==> src/rtl/wisc_pkg.sv <==
// Shared WISC definitions: branch condition codes,
// flag bit positions and branch FSM state encoding.
package wisc_pkg;

    localparam logic [2:0] COND_NE     = 3'b000;
    localparam logic [2:0] COND_EQ     = 3'b001;
    localparam logic [2:0] COND_GT     = 3'b010;
    localparam logic [2:0] COND_LT     = 3'b011;
    localparam logic [2:0] COND_GE     = 3'b100;
    localparam logic [2:0] COND_LE     = 3'b101;
    localparam logic [2:0] COND_OVFL   = 3'b110;
    localparam logic [2:0] COND_UNCOND = 3'b111;

    localparam int FLAG_Z = 2;
    localparam int FLAG_N = 1;
    localparam int FLAG_V = 0;

    typedef enum logic [1:0] {
        ST_IDLE     = 2'd0,
        ST_REDIRECT = 2'd1,
        ST_FLUSH    = 2'd2
    } br_state_t;

endpackage

==> src/rtl/branch_cond_eval.sv <==
// Combinational WISC branch condition evaluator,
// shared with the decode-stage predictor.
module branch_cond_eval
    import wisc_pkg::*;
(
    input  logic [2:0] cond,
    input  logic       z,
    input  logic       n,
    input  logic       v,
    output logic       taken
);

    always_comb begin
        taken = 1'b0;
        unique case (cond)
            COND_NE:     taken = ~z;
            COND_EQ:     taken = z;
            COND_GT:     taken = ~z & ~n;
            COND_LT:     taken = n;
            COND_GE:     taken = z | (~z & ~n);
            COND_LE:     taken = n | z;
            COND_OVFL:   taken = v;
            COND_UNCOND: taken = 1'b1;
            default:     taken = 1'b0;
        endcase
    end

endmodule

==> src/rtl/flag_branch_unit.sv <==
// Architectural Z/N/V flag register, branch resolution with
// ALU forwarding, and fetch redirect/squash sequencing.
module flag_branch_unit
    import wisc_pkg::*;
#(
    parameter int ADDR_W       = 16,
    parameter int FLUSH_CYCLES = 2
) (
    input  logic              clk,
    input  logic              rst_n,
    input  logic              alu_z,
    input  logic              alu_n,
    input  logic              alu_v,
    input  logic              flag_we,
    input  logic              op_arith,
    input  logic              stall,
    input  logic              br_valid,
    input  logic [2:0]        br_cond,
    input  logic [ADDR_W-1:0] br_target,
    input  logic              redirect_ack,
    output logic [2:0]        flags,
    output logic              redirect_valid,
    output logic [ADDR_W-1:0] redirect_pc,
    output logic              squash,
    output logic [15:0]       br_taken_cnt
);

    localparam logic [2:0] FLUSH_LOAD = 3'(FLUSH_CYCLES);

    br_state_t         state_q;
    br_state_t         state_d;
    logic [2:0]        fcnt_q;
    logic [2:0]        fcnt_d;
    logic [2:0]        flags_q;
    logic [2:0]        fwd;
    logic [ADDR_W-1:0] pc_q;
    logic [15:0]       cnt_q;
    logic              idle;
    logic              wr_z;
    logic              wr_nv;
    logic              cond_true;
    logic              take;

    assign idle  = (state_q == ST_IDLE);
    assign wr_z  = flag_we & ~stall & idle;
    assign wr_nv = wr_z & op_arith;

    // Per-bit bypass so a branch sees flags written in the same cycle
    always_comb begin
        fwd         = flags_q;
        fwd[FLAG_Z] = wr_z  ? alu_z : flags_q[FLAG_Z];
        fwd[FLAG_N] = wr_nv ? alu_n : flags_q[FLAG_N];
        fwd[FLAG_V] = wr_nv ? alu_v : flags_q[FLAG_V];
    end

    branch_cond_eval u_eval (
        .cond  (br_cond),
        .z     (fwd[FLAG_Z]),
        .n     (fwd[FLAG_N]),
        .v     (fwd[FLAG_V]),
        .taken (cond_true)
    );

    always_comb begin
        state_d = state_q;
        fcnt_d  = fcnt_q;
        take    = 1'b0;
        unique case (state_q)
            ST_IDLE: begin
                if (br_valid && !stall && cond_true) begin
                    take    = 1'b1;
                    state_d = ST_REDIRECT;
                end
            end
            ST_REDIRECT: begin
                if (redirect_ack) begin
                    state_d = ST_FLUSH;
                    fcnt_d  = FLUSH_LOAD;
                end
            end
            ST_FLUSH: begin
                if (fcnt_q <= 3'd1) begin
                    state_d = ST_IDLE;
                    fcnt_d  = 3'd0;
                end else begin
                    fcnt_d = fcnt_q - 3'd1;
                end
            end
            default: begin
                state_d = ST_IDLE;
                fcnt_d  = 3'd0;
            end
        endcase
    end

    always_ff @(posedge clk or negedge rst_n) begin
        if (!rst_n) begin
            state_q <= ST_IDLE;
            fcnt_q  <= 3'd0;
        end else begin
            state_q <= state_d;
            fcnt_q  <= fcnt_d;
        end
    end

    always_ff @(posedge clk or negedge rst_n) begin
        if (!rst_n) begin
            flags_q <= 3'b000;
        end else begin
            if (wr_z) begin
                flags_q[FLAG_Z] <= alu_z;
            end
            if (wr_nv) begin
                flags_q[FLAG_N] <= alu_n;
                flags_q[FLAG_V] <= alu_v;
            end
        end
    end

    always_ff @(posedge clk or negedge rst_n) begin
        if (!rst_n) begin
            pc_q  <= '0;
            cnt_q <= 16'd0;
        end else if (take) begin
            pc_q  <= br_target;
            cnt_q <= cnt_q + 16'd1;
        end
    end

    assign flags          = flags_q;
    assign redirect_valid = (state_q == ST_REDIRECT);
    assign redirect_pc    = pc_q;
    assign squash         = ~idle;
    assign br_taken_cnt   = cnt_q;

endmodule

==> config.mk <==
export PLATFORM = sky130hd
export DESIGN_NAME = flag_branch_unit
export DESIGN_NICKNAME = d
export VERILOG_FILES = /design/src/rtl/wisc_pkg.sv /design/src/rtl/branch_cond_eval.sv /design/src/rtl/flag_branch_unit.sv
export SDC_FILE = /design/constraint.sdc
export NUM_CORES = 1
export LEC_CHECK = 0
export ABC_AREA = 1
export BUFFER_PORTS_ARGS = -buffer_cell sky130_fd_sc_hd__buf_2
export CAP_MARGIN = 40
export CORE_ASPECT_RATIO = 0.5
export CORE_UTILIZATION = 25
export DETAILED_ROUTE_END_ITERATION = 8
export REMOVE_ABC_BUFFERS = 1
export SETUP_SLACK_MARGIN = 0.3
export SYNTH_ARGS = -nofsm -noshare
export SYNTH_HDL_FRONTEND = slang
export SYNTH_SLANG_ARGS = --single-unit
==> constraint.sdc <==
create_clock -name clk -period 2.89 [get_ports clk]
set_input_delay 0.289 -clock clk [delete_from_list [all_inputs] [get_ports clk]]
set_output_delay 0.289 -clock clk [all_outputs]
set_load 0.01 [all_outputs]
==> metrics.md <==
| Metric | Value |
|---|---|
| Slew at the pin with the worst max-slew slack | `0.354 ns` |
| Slew margin rel. | `76.2%` |
| Row count | `23` |
| DIE AREA | `8850 um^2` |
| Clk buf depth | `2` |
| IO Count | `66` |
| CTS tree | `done` |
| Worst setup margin | `0.698 ns` |
| H-tree Lvls | `2` |
| Footprint of the multi-input gates | `942 um^2` |
| Final ANT Viol Nets | `0` |
| Final slew viol count | `0` |
| Worst-path clk slew | `0.06 ns` |
| Ant. Diodes | `0` |
| Placed Cells | `436` |
| Reg2reg end | `br_taken_cnt[2]` |
| Asr flop ratio synth | `100%` |
| Initial antenna violation count | `0` |
| Final instance area | `2720 um^2` |
| Worst VDD drop | `255 uV` |
| CP Class | `reg -> reg` |
| Port bufs | `65` |
| Maxcap violations | `0` |
| Die Ht | `67.0 um` |
| Vias in the first global route | `1676` |
| Core Box Area | `8090 um^2` |
| Tmin final | `2.19 ns` |
| # DRC | `0` |
| Drt pass-1 iters | `4` |
| Non-Filler Instances | `444` |
| Hold_sp | `br_target[10]` |
| Synth cell types | `26` |
| Sequential share of the synthesized area | `47.4%` |
| Mapped Area | `2110 um^2` |
| Final GP Congestion | `0.791` |
| Chip width | `132 um` |
| Pre-CTS WS | `0.685 ns` |
| Post-synthesis xor/xnor area fraction | `6.63%` |
| Clk_skew | `0.00431 ns` |
| RSZ-0062 raised after global routing | `no` |
| Crit share post-route | `75.8%` |
| FF/Latch Area | `1000 um^2` |
| Seq cells post-synth | `40` |
| Ys flop type | `dfrtp_1` |
| Lkg Pwr | `0.00147 uW` |
| DR vias | `1804` |
| CTS Buf Count | `5` |
| Post-Synth Simple-Gate Area | `29.4%` |
| Clk root buf | `clkbuf_16` |
| Hold path depth | `3` |
| Adder-Cell Fraction of Synth Area | `4.14%` |
| Critical Path AT | `2.39 ns` |
| Hpwl dp | `3420 um` |
| Yosys warnings | `0` |
| Largest net degree at the start of global routing | `36` |
| Overall routed net length | `4540 um` |
| Worst R2R Path Depth | `15` |
| Fin. Hold Viols | `0` |
| First-pass GRT wire length | `7600 um` |
| Cell count after synthesis | `263` |
| Crit path launch type | `flop` |
| Cell Area, Placed | `2550 um^2` |
| Number of fill cells in the layout | `857` |
| Wire length per cell | `10.2 um` |
| Setup_tns | `0 ns` |
| Post-synth EDFFs | `0` |
| R2R setup slack | `0.70 ns` |
| Final setup viols | `0` |
| Hold EP | `redirect_pc[10]` |
| Via-per-instance ratio | `4.06` |
| Total clock sinks | `40` |
| Mux contribution to synthesized area | `0%` |
| Main combinational cell family by area after synthesis | `simple AND/OR/NAND/NOR gates` |
| CP max FO | `30` |
| Reg2reg start | `state_q[0]` |
| Area Overhead vs Synth | `28.6%` |
| Nets | `368` |
| Outcome | `finished clean` |
| Share of cells above drive strength 1 | `25.0%` |
| Post-CTS Setup Bufs | `0` |
| GRT overflow | `0` |
| Compound-Gate Fraction of Synth Area | `4.44%` |
| Syn avg cell area | `8.04 um^2` |
| Req. time, crit path | `3.09 ns` |
| 1st-iter DRT viols | `62` |
| Initial core utilization | `26.1%` |
| PD cells | `910 nW/um^2` |
| Min-delay worst type | `in -> reg` |
| Peak Freq | `0.456 GHz` |
| Crit end category | `flop` |
| GRT Overall Usage | `11.0%` |
| Insertion delay to the later sink of the worst-skew pair | `0.27 ns` |
[synthesized netlist by cell type (3+ instances only)]
cell,number,area (um^2)
buf_6,3,33.8
dfrtp_1,40,1000
ha_1,7,87.6
inv_1,29,109
nand2_1,108,405
nand3_1,12,60.1
nand4_1,7,43.8
nor2_1,8,30.0
nor3_1,5,25.0
o21ai_0,3,15.0
o21ai_1,7,35.0
o21ai_2,3,26.3
xnor2_1,3,26.3
xor2_1,13,114
[layout by cell type (no fill, tap or decap)]
cell type / count
xnor2_1: 3
nand4_1: 7
nor3_1: 5
dlygate4sd3_1: 1
o21ai_0: 3
inv_2: 1
dfrtp_1: 40
nor4_1: 1
o211ai_1: 1
xor2_1: 13
nor2_1: 8
clkbuf_16: 5
nand3_4: 1
nor2_2: 1
buf_12: 1
buf_4: 1
nand3_1: 12
a21oi_1: 2
ha_1: 7
buf_2: 65
o21ai_2: 3
inv_1: 29
nand3b_1: 1
clkbuf_8: 2
nand2_2: 2
and2_1: 1
o21ai_1: 7
nand2_1: 108
inv_4: 1
[critical path: stages (launching register included)]
cell	delay, ns
dfrtp_1	0.40
inv_1	0.11
ha_1	0.33
nand2_1	0.10
nor2_2	0.12
nand3_1	0.10
nand2_2	0.10
nand2_1	0.07
nand2_1	0.06
nand2_1	0.04
nand2_1	0.06
nand2_2	0.07
nand3_4	0.07
buf_4	0.30
nand2_1	0.08
o21ai_1	0.08
[metal layers]
metal  vias up  track usage, %  share of wire [%]
met5         -               0                  0
met4         0            3.49               0.75
met3         2            2.13                2.4
met2        28            19.0                 48
met1       820            14.0                 48
li1        954               -                  -
[where the power goes]
part / switching, uW / internal, uW / leakage, uW
combinational: 562 / 392 / 0.000879
clock: 206 / 362 / 0.0000760
sequential: 168 / 783 / 0.000512
[metrics by stage]
stage / power [uW] / hold WS (ns) / utilization [%]
2_1_floorplan: 1550 / -0.00659 / -
3_3_place_gp: 1910 / 0.462 / 31.3
3_5_place_dp: 1930 / 0.136 / 31.6
4_1_cts: 2520 / 0.199 / 33.6
5_1_grt: 2700 / 0.203 / 33.6
6_report: 2470 / 0.205 / 33.6
[area by class of cell]
class | instances | area share, %
inverters | 31 | 4.37
repair buffers | 68 | 13.4
clock buffers | 7 | 5.62
multi-input cells | 186 | 34.7
well taps | 112 | 5.16
flip-flops and latches | 40 | 36.8
[cells by family after synthesis]
logic type,Yosys count
fa+ha+maj,7
simple gates,147
flops,40
buf+inv,37
compound gates,16
xor+xnor,16
[flip-flops by register name, indices dropped and copies added, names as in the netlist]
signal and flops:
redirect_pc 16, br_taken_cnt 16, fcnt_q 3, flags 3, state_q 2
[worst max path at each step]
stage                            end  slack (ns)       start  cells after the start
finish               br_taken_cnt[2]        0.70  state_q[0]                     15
global route        br_taken_cnt[10]        0.41  state_q[0]                     16
CTS                 br_taken_cnt[10]        0.68  state_q[0]                     16
detailed placement  br_taken_cnt[15]        0.69  state_q[0]                     15
global placement    br_taken_cnt[15]        0.74  state_q[0]                     15
floorplan           br_taken_cnt[10]        0.74  state_q[0]                     16
[timing repair]
action	in CTS	in global routing
hold buffers	1	0
resized for setup	0	0
hold endpoints to repair	5	0
Note: power is estimated with default switching activity, not from simulation.
